## src/rtl/vx_dispatch_rr_arbiter_if.sv

```systemverilog
// Dispatch bundle between ISSUE_CNT issue slots, the round-robin arbiter and one
// execute-unit input port.
interface vx_dispatch_rr_arbiter_if #(
    parameter int ISSUE_CNT = 4,
    parameter int DATA_W    = 64
);
    localparam int SLOT_W = (ISSUE_CNT > 1) ? $clog2(ISSUE_CNT) : 1;

    logic [ISSUE_CNT-1:0]        flush;
    logic [ISSUE_CNT-1:0]        req_valid;
    logic [ISSUE_CNT*DATA_W-1:0] req_data;
    logic [ISSUE_CNT-1:0]        req_ready;
    logic                        out_valid;
    logic [DATA_W-1:0]           out_data;
    logic [SLOT_W-1:0]           out_slot;
    logic                        out_ready;

    // master: issue slots plus the execute unit; slave: the arbiter
    modport master (
        output flush, req_valid, req_data, out_ready,
        input  req_ready, out_valid, out_data, out_slot
    );
    modport slave (
        input  flush, req_valid, req_data, out_ready,
        output req_ready, out_valid, out_data, out_slot
    );
endinterface

```

## src/rtl/vx_dispatch_rr_arbiter.sv

```systemverilog
// Round-robin arbiter funnelling ISSUE_CNT issue-slot dispatch requests into one
// registered, flushable output entry that feeds a single execute unit.

module vx_dispatch_rr_lane #(
    parameter int SLOT_W = 2,
    parameter int IDX    = 0
) (
    input  logic              req_valid,
    input  logic              flush,
    input  logic [SLOT_W-1:0] rr_ptr,
    output logic              elig,
    output logic              elig_hi
);
    assign elig    = req_valid & ~flush;
    // slots at or past the pointer win before the wrapped-around ones
    assign elig_hi = elig & (SLOT_W'(IDX) >= rr_ptr);
endmodule

module vx_dispatch_rr_arbiter #(
    parameter int ISSUE_CNT = 4,
    parameter int DATA_W    = 64,
    parameter int PERF_W    = 44
) (
    input  logic                    clk,
    input  logic                    reset,
    vx_dispatch_rr_arbiter_if.slave bus,
    output logic [PERF_W-1:0]       perf_stalls
);
    localparam int SLOT_W = (ISSUE_CNT > 1) ? $clog2(ISSUE_CNT) : 1;
    localparam logic [SLOT_W-1:0] LAST_SLOT = SLOT_W'(ISSUE_CNT - 1);

    typedef struct packed {
        logic              vld;
        logic [SLOT_W-1:0] slot;
        logic [DATA_W-1:0] data;
    } entry_t;

    entry_t                           ent;
    logic [SLOT_W-1:0]                rr_ptr;
    logic [ISSUE_CNT-1:0][DATA_W-1:0] req_data_a;
    logic [ISSUE_CNT-1:0]             elig, elig_hi, gnt_oh;
    logic [SLOT_W-1:0]                hi_idx, lo_idx, gnt_idx;
    logic                             hi_any, lo_any, gnt_any;
    logic                             ent_flushed, out_valid, free, stall;
    logic [DATA_W-1:0]                gnt_data;

    assign req_data_a = bus.req_data;

    for (genvar i = 0; i < ISSUE_CNT; i++) begin : g_lane
        vx_dispatch_rr_lane #(.SLOT_W(SLOT_W), .IDX(i)) u_lane (
            .req_valid (bus.req_valid[i]),
            .flush     (bus.flush[i]),
            .rr_ptr    (rr_ptr),
            .elig      (elig[i]),
            .elig_hi   (elig_hi[i])
        );
    end

    always_comb begin
        ent_flushed = 1'b0;
        for (int i = 0; i < ISSUE_CNT; i++)
            if (ent.slot == SLOT_W'(i) && bus.flush[i]) ent_flushed = 1'b1;
    end

    // a flushed entry is hidden from the unit and frees the stage this same cycle
    assign out_valid = ent.vld & ~ent_flushed;
    assign free      = ~out_valid | bus.out_ready;

    always_comb begin
        hi_idx = '0;
        hi_any = 1'b0;
        lo_idx = '0;
        lo_any = 1'b0;
        for (int i = ISSUE_CNT - 1; i >= 0; i--) begin
            if (elig_hi[i]) begin
                hi_idx = SLOT_W'(i);
                hi_any = 1'b1;
            end
            if (elig[i]) begin
                lo_idx = SLOT_W'(i);
                lo_any = 1'b1;
            end
        end
        gnt_any = free & lo_any;
        gnt_idx = hi_any ? hi_idx : lo_idx;
    end

    always_comb begin
        gnt_oh   = '0;
        gnt_data = '0;
        for (int i = 0; i < ISSUE_CNT; i++) begin
            if (gnt_idx == SLOT_W'(i)) begin
                gnt_oh[i] = gnt_any;
                gnt_data  = req_data_a[i];
            end
        end
    end

    assign stall         = |(elig & ~gnt_oh);
    assign bus.req_ready = gnt_oh;
    assign bus.out_valid = out_valid;
    assign bus.out_data  = ent.data;
    assign bus.out_slot  = ent.slot;

    always_ff @(posedge clk) begin
        if (reset) begin
            ent         <= '0;
            rr_ptr      <= '0;
            perf_stalls <= '0;
        end else begin
            if (gnt_any) begin
                ent.vld  <= 1'b1;
                ent.slot <= gnt_idx;
                ent.data <= gnt_data;
                // explicit wrap keeps non-power-of-2 slot counts in range
                rr_ptr   <= (gnt_idx == LAST_SLOT) ? '0 : gnt_idx + SLOT_W'(1);
            end else if ((out_valid & bus.out_ready) | ent_flushed) begin
                ent.vld <= 1'b0;
            end
            if (stall && perf_stalls != '1) perf_stalls <= perf_stalls + PERF_W'(1);
        end
    end

    a_ready_onehot0: assert property (@(posedge clk) disable iff (reset)
        $onehot0(bus.req_ready));

    a_out_stable: assert property (@(posedge clk) disable iff (reset)
        (out_valid && !bus.out_ready) |=> ($stable(ent.data) && $stable(ent.slot)));
endmodule
```

## src/flat_wrapper.sv

```systemverilog
// flat-port wrapper written by rule: the top's interface ports become plain ports
module vx_dispatch_rr_arbiter_flat 
#(
    parameter int ISSUE_CNT = 4,
    parameter int DATA_W    = 64,
    parameter int PERF_W    = 44
)
  (clk, reset, perf_stalls, bus_flush, bus_req_valid, bus_req_data, bus_out_ready, bus_req_ready, bus_out_valid, bus_out_data, bus_out_slot);
  vx_dispatch_rr_arbiter_if #(.ISSUE_CNT(ISSUE_CNT), .DATA_W(DATA_W)) bus_i ();
  input  logic clk;
  input  logic reset;
  output logic [PERF_W-1:0] perf_stalls;
  input wire logic [$bits(bus_i.flush)-1:0] bus_flush;
  input wire logic [$bits(bus_i.req_valid)-1:0] bus_req_valid;
  input wire logic [$bits(bus_i.req_data)-1:0] bus_req_data;
  input wire logic [$bits(bus_i.out_ready)-1:0] bus_out_ready;
  output wire logic [$bits(bus_i.req_ready)-1:0] bus_req_ready;
  output wire logic [$bits(bus_i.out_valid)-1:0] bus_out_valid;
  output wire logic [$bits(bus_i.out_data)-1:0] bus_out_data;
  output wire logic [$bits(bus_i.out_slot)-1:0] bus_out_slot;
  assign bus_i.flush = bus_flush;
  assign bus_i.req_valid = bus_req_valid;
  assign bus_i.req_data = bus_req_data;
  assign bus_i.out_ready = bus_out_ready;
  assign bus_req_ready = bus_i.req_ready;
  assign bus_out_valid = bus_i.out_valid;
  assign bus_out_data = bus_i.out_data;
  assign bus_out_slot = bus_i.out_slot;
  vx_dispatch_rr_arbiter #(.ISSUE_CNT(ISSUE_CNT), .DATA_W(DATA_W), .PERF_W(PERF_W)) u_core (.clk(clk), .reset(reset), .bus(bus_i), .perf_stalls(perf_stalls));
endmodule
```

## config.mk

```make
export PLATFORM = sky130hd
export DESIGN_NAME = vx_dispatch_rr_arbiter_flat
export DESIGN_NICKNAME = d
export VERILOG_FILES = /design/src/rtl/vx_dispatch_rr_arbiter_if.sv /design/src/rtl/vx_dispatch_rr_arbiter.sv /design/src/flat_wrapper.sv
export SDC_FILE = /design/constraint.sdc
export NUM_CORES = 1
export LEC_CHECK = 0
export ABC_CLOCK_PERIOD_IN_PS = 2500
export BUFFER_PORTS_ARGS = -buffer_cell sky130_fd_sc_hd__buf_2
export CAP_MARGIN = 10
export CORE_AREA = 5 5 144 146
export DETAILED_ROUTE_END_ITERATION = 10
export DIE_AREA = 0 0 149 151
export GPL_TIMING_DRIVEN = 1
export PLACE_DENSITY = 0.71
export SLEW_MARGIN = 20
export SYNTH_ARGS = -nofsm -noshare
export SYNTH_HDL_FRONTEND = slang
export SYNTH_SLANG_ARGS = --single-unit
```

## constraint.sdc

```tcl
create_clock -name clk -period 2.5 [get_ports clk]
set_input_delay 0.375 -clock clk [delete_from_list [all_inputs] [get_ports clk]]
set_output_delay 0.375 -clock clk [all_outputs]
set_load 0.01 [all_outputs]
```

==> flow_summary.ini, run 1 <==
[sta]
worst_slack_ps = -130
worstMarginPinSlew_ps = 778
setup_violations = 74
grt_setup_unrepaired = true
finClkSkew_ps = 13.5
finalCritPeriodShare = 1.05
period_minus_slack_ps = 2630
slew_viol_final = 0
hold_viol = 0
fmax_mhz = 380
relSlewSlack = 0.481

[logic_synthesis]
yosys_warnings = 0
synth_ff_type = dfxtp_1
synth_area_leaders = dfxtp_1 (32%), a221oi_1 (7.8%), a21oi_1 (7.8%)
synth.largest_area_cell = dfxtp_1
ys_ff_latch = 113
synth_top_area_share = 0.317
mappedNetlistNets = 1200
syn_area_mm2 = 0.00714
async_reset_ff_frac = 0
ys_types = 43
synthCells = 928
yosysSeqAreaShare = 0.317
synth_area_per_cell_um2 = 7.70
synth-edff-count = 0

[run_status]
status = finished with violations
violations = setup timing

[global_route]
grt_overflow = 0
grt_pass1_vias = 7919
grt_max_degree = 64
grt_use_total = 0.255
grt_pass1_wl_um = 44300
grt_antenna_before_repair = 9

[floorplanning]
die_y_um = 151
start_util = 0.371
num_rows = 51
dieArea_mm2 = 0.0225
ios = 382
die_x_um = 149
placeableCoreArea_mm2 = 0.0193

[placed_design]
dpl_cell_area_mm2 = 0.00922
portBuffers = 381
dp_hpwl_um = 21700
placedCellCount = 1487
routabilityCongestion = 0.917

[worst_setup_path]
path_cells = or3b_4 -> a21oi_2 -> a211o_1 -> buf_4 -> ha_4 -> a21oi_2 -> nor4_4 -> buf_6 -> clkbuf_16 -> nor3_4 -> mux2_4
worstPathRequired_ps = 2800
cp_top_family = simple AND/OR/NAND/NOR gates
max_stage_delay_ps = 390
crit_slowest_cell = or3b_4
critical_path_class = flop to flop
path_buf_inv = 3
cpMostUsedCell = a21oi_2
crit_arrival_ps = 2930
worstPathMaxFanout = 9
endpoint_kind = flop
crit_path_start_kind = flop

[route]
totalWireLength_um = 32900
vias_per_cell = 5.66
drtIter0Drc = 631
drt-pass1-iter-count = 5
postRouteAntennaNets = 0
vias = 8855
wl_per_cell_um = 21.0
drc = 0

[clock_network]
cts-root-buf = clkbuf_16
cts_made_buffers = 17
cts.path.max_buffers = 2
cts.clk_slew.worst_paths_ps = 60
tritoncts = built
clock-sinks = 113
htree_levels = 4
worstSkewPairLatency_ps = 410
cts_hold_buf = 0

[worst_hold_path]
hold_path_class = primary input to flop

[cells_and_area]
multi_input_area_mm2 = 0.00498
fin_area_mm2 = 0.0115
seq_area_mm2 = 0.00227
instances_no_fill = 1565
fillers = 1701
drive_gt1_frac = 0.521
fin_nets = 1550
syn2layout_area_growth_pct = 61.1

[power_and_ir_drop]
power_density_mw_per_mm2 = 645
leakage_uw = 0.00494
ir_drop_mv = 0.438
fin_total_pwr_uw = 7430

[run]
cap_violations = 0
## final cells by class
| type | instances | share of cell area |
|---|---|---|
| timing repair buffer | 483 | 0.283 |
| sequential | 113 | 0.197 |
| clock inverter | 10 | 0.0136 |
| multi-input combinational | 657 | 0.433 |
| tap | 265 | 0.0288 |
| inverter | 6 | 0.00218 |
| clock buffer | 22 | 0.0412 |
| antenna | 9 | 0.00196 |
## logic make-up (layout without fill, tap and decap cells)
logic type | Yosys count | after routing | share of synthesized area
AO/OA/AOI/OAI | 300 | 300 | 0.281
AND/OR/NAND/NOR | 344 | 344 | 0.259
buffers and inverters | 158 | 521 | 0.122
flip-flops | 113 | 113 | 0.317
other | 0 | 9 | 0
adder cells (fa/ha/maj) | 5 | 5 | 0.00876
multiplexers | 8 | 8 | 0.0124
## Yosys cell counts, types with 2 or more instances
cell type and instances:
dfxtp_1 113, a21oi_1 111, nor2_1 79, nor3_1 73
nor2b_1 72, clkbuf_1 70, buf_4 66, a211oi_1 65
a221oi_1 64, o21ai_0 24, nand2_1 21, o31ai_1 20
or4_1 20, or3_1 19, nand3_1 12, nand4_1 12
buf_1 9, and3_1 7, and4_1 7, and2_1 6
inv_1 6, ha_1 5, mux2_2 5, nand2b_1 5
o211ai_1 5, buf_2 4, o2111ai_1 4, buf_6 3
nor3b_1 3, mux2_1 2, nand3b_1 2, nor4_1 2
or3b_2 2
## flip-flops by register name (all words and copies together) (netlist names)
signal / cells
u_core.bus.out_data: 64
u_core.rr_ptr: 2
u_core.perf_stalls: 44
u_core.ent: 1
u_core.bus.out_slot: 2
## power breakdown
group	switching [uW]	leakage [uW]	total, uW	internal (uW)
clock	876	0.000310	2620	1740
sequential	96.5	0.000929	2070	1980
combinational	1410	0.00370	2730	1330
## worst min-delay path, cell delays in order
cell and delay [ps]:
buf_2 90, a21oi_1 130, a211oi_1 70
## placed cells by master, fill, tap and decap left out, types with 5 or more instances in the layout
master and n:
a21oi_2 24, and2_1 5, dfxtp_1 111, a221oi_1 17
nand4_1 12, and3_1 7, diode_2 9, or4_1 7
a211oi_1 56, a211oi_2 9, or4_4 13, o21ai_0 22
o31ai_1 14, nand3_1 12, nor2_1 79, clkbuf_16 26
nor2b_1 66, buf_12 17, nor3_2 19, nand2_1 21
or3_1 15, buf_4 50, a221oi_2 38, a21oi_1 85
nand2b_1 5, buf_6 20, buf_2 379, nor3_1 51
and4_1 7, o211ai_1 5, a221oi_4 9
## final timing paths
kind                      startpoint                      end  slack, ps  cells past startpoint
min                bus_req_data[201]   u_core.bus.out_data[9]        300                      3
min reg2reg  u_core.bus.out_data[61]  u_core.bus.out_data[61]        500                      2
max reg2reg         u_core.rr_ptr[1]   u_core.perf_stalls[11]       -130                     11
max                 u_core.rr_ptr[1]   u_core.perf_stalls[11]       -130                     11
## routing by layer
| layer | vias to the layer above | GRT usage | part of all wire |
|---|---|---|---|
| met5 | - | 0 | 0.00024 |
| met4 | 2 | 0.0961 | 0.032 |
| met3 | 78 | 0.0847 | 0.10 |
| met2 | 503 | 0.417 | 0.50 |
| met1 | 4126 | 0.312 | 0.37 |
| li1 | 4146 | - | - |
## per-stage QoR
step,TNS (ps),utilization,setup WS [ps],hold WS [ps]
2_1_floorplan,0,-,19.3,474
3_3_place_gp,-10140,0.479,-242,481
3_5_place_dp,-17580,0.479,-314,485
4_1_cts,-319,0.537,-65.8,281
5_1_grt,-14640,0.597,-247,291
6_report,-4160,0.597,-130,300
## what timing repair did
| item | CTS | global route |
|---|---|---|
| gates resized for setup | 45 | 164 |
| buffers inserted | 8 | 12 |
| setup endpoints to repair | 75 | 111 |
| gates cloned | 7 | 12 |
| pin swaps | 9 | 82 |
Power figures use the tool's default switching activity.
==> inputs of run 2 (changes only) <==
Settings changed: ABC_CLOCK_PERIOD_IN_PS 2500 to 2700, PLACE_DENSITY 0.71 to 0.68, SETUP_SLACK_MARGIN set to 0.15, SLEW_MARGIN 20 to unset.
Clock period 2.5 ns to 2.7 ns, I/O delays scaled along.
==> run 2 against run 1 <==
The flow now finishes without violations. Routed wire length down 2.6%. Utilization down 3.7 points. Register-to-register slack better by 200 ps. Critical endpoint is now u_core.perf_stalls[14]. Largest cell class unchanged.
==> flow_summary.ini, run 2 (same netlist as run 1, synthesis figures left out) <==
[placed_design]
routabilityCongestion = 0.911
dp_hpwl_um = 22100
portBuffers = 381
placedCellCount = 1467

[worst_hold_path]
hold_path_class = primary input to flop
hold_path_depth = 3
hp-start = bus_req_data[214]
hold_path_end = u_core.bus.out_data[22]

[clock_network]
worstSkewPairLatency_ps = 410
cts_made_buffers = 17
cts_hold_buf = 0
cts-root-buf = clkbuf_16
cts.path.max_buffers = 2
clock-sinks = 113
htree_levels = 4
cts.clk_slew.worst_paths_ps = 50
tritoncts = built

[route]
wl_per_cell_um = 20.9
vias = 8598
drc = 0
drt-pass1-iter-count = 4
totalWireLength_um = 32100
postRouteAntennaNets = 0
vias_per_cell = 5.60
drtIter0Drc = 431

[worst_setup_path]
critPathLaunch = u_core.rr_ptr[1]
rr_startpoint = u_core.rr_ptr[1]
regToRegSetupSlack_ps = 70
worst_r2r_endpoint = u_core.perf_stalls[14]
path_buf_inv = 4
cp_top_family = compound AO/OA/AOI/OAI gates
max_stage_delay_ps = 500
cp.depth = 12
crit_path_start_kind = flop
endpoint_kind = flop
crit_arrival_ps = 2970
worstPathRequired_ps = 3030
crit_slowest_cell = or4_1
critical_path_class = flop to flop
path_cells = inv_1 -> o21ai_0 -> a21oi_1 -> a2bb2oi_2 -> buf_4 -> ha_4 -> a21oi_1 -> nor4_4 -> buf_4 -> clkbuf_16 -> or4_1 -> a21oi_1
worstPathMaxFanout = 14
cpMostUsedCell = a21oi_1
rr_worst_depth = 12

[floorplanning]
die_x_um = 149
dieArea_mm2 = 0.0225
placeableCoreArea_mm2 = 0.0193
ios = 382
die_y_um = 151
start_util = 0.371
num_rows = 51

[global_route]
grt_antenna_before_repair = 15
grt_use_total = 0.255
grt_max_degree = 82
grt_pass1_vias = 7933
grt_overflow = 0
grt_pass1_wl_um = 44500

[sta]
slew_viol_final = 0
period_minus_slack_ps = 2630
fmax_mhz = 380
setup_violations = 0
hold_viol = 0
grt_setup_unrepaired = true
finClkSkew_ps = 11.8
relSlewSlack = 0.453
worstMarginPinSlew_ps = 810
finalCritPeriodShare = 0.975

[power_and_ir_drop]
power.switching_uw = 2090
p_seq_frac = 0.304
switching_share = 0.328
p_comb_frac = 0.365
ir_drop_mv = 0.353
power_density_mw_per_mm2 = 591
internal_power_uw = 4280
p_clk_frac = 0.331
leakage_uw = 0.00462

[cells_and_area]
layout_common_cells = buf_2 (379), dfxtp_1 (112), a21oi_1 (103)
drive_gt1_frac = 0.459
instances_no_fill = 1534
syn2layout_area_growth_pct = 51.0
post-route-util = 0.560
mostFrequentLayoutCell = buf_2
largest_register_ff_count = 64
fin_nets = 1521

[run]
cap_violations = 0

[run_status]
status = finished clean
## run 2: worst max path at each step
stage,end,slack (ps)
2_1_floorplan,bus_req_ready[3],150
6_report,u_core.perf_stalls[14],70
5_1_grt,bus_req_ready[3],-40
3_5_place_dp,u_core.bus.out_data[24],-150
3_3_place_gp,u_core.bus.out_data[23],-130
4_1_cts,bus_req_ready[1],60
## run 2: tightest hold or removal path, delay by kind of cell
kind / cells / cell delay [ps]
compound gates: 2 / 190
buf+inv: 1 / 100
## run 2: through the flow
step                TNS [ps]  instance area [um2]  power (uW)  hold slack, ps  setup WS, ps
finish                     0                10800        6370             339          66.9
global route            -321                10800        6660             329         -39.4
CTS                        0                10100        6070             316          55.6
detailed placement     -2520                 9080        3690             483          -154
global placement        -340                 9080        3660             483          -125
floorplan                  0                 7170        3120             474           148
## run 2: layer usage
layer / global-route usage / part of all wire / up-vias
met3: 0.0966 / 0.10 / 68
met2: 0.423 / 0.49 / 390
met4: 0.0815 / 0.028 / 14
met1: 0.306 / 0.38 / 4049
li1: - / - / 4077
met5: 0 / 0.0027 / -
## run 2: power by group through the flow
stage | clock [uW] | combinational (uW) | sequential, uW
6_report | 2110 | 2330 | 1930
5_1_grt | 2210 | 2490 | 1950
4_1_cts | 2150 | 1990 | 1930
3_5_place_dp | 0 | 1730 | 1960
3_3_place_gp | 0 | 1710 | 1960
2_1_floorplan | 0 | 1190 | 1930
## run 2: cell type report
class | instances | area [um2]
fillers | 1802 | 8490
multi-input cells | 657 | 4640
repair buffers | 454 | 2960
flip-flops and latches | 113 | 2270
clock buffers | 24 | 482
well taps | 265 | 332
clock inverters | 6 | 57.6
inverters | 6 | 22.5
diodes | 9 | 22.5
## run 2: timing repair
action                                 CTS  global route
pin swaps                               19            52
endpoints found under the hold margin    0             0
gates resized for setup                 28            94
setup buffers                           11             6
setup endpoints to repair               52           110
gates cloned                             8             3
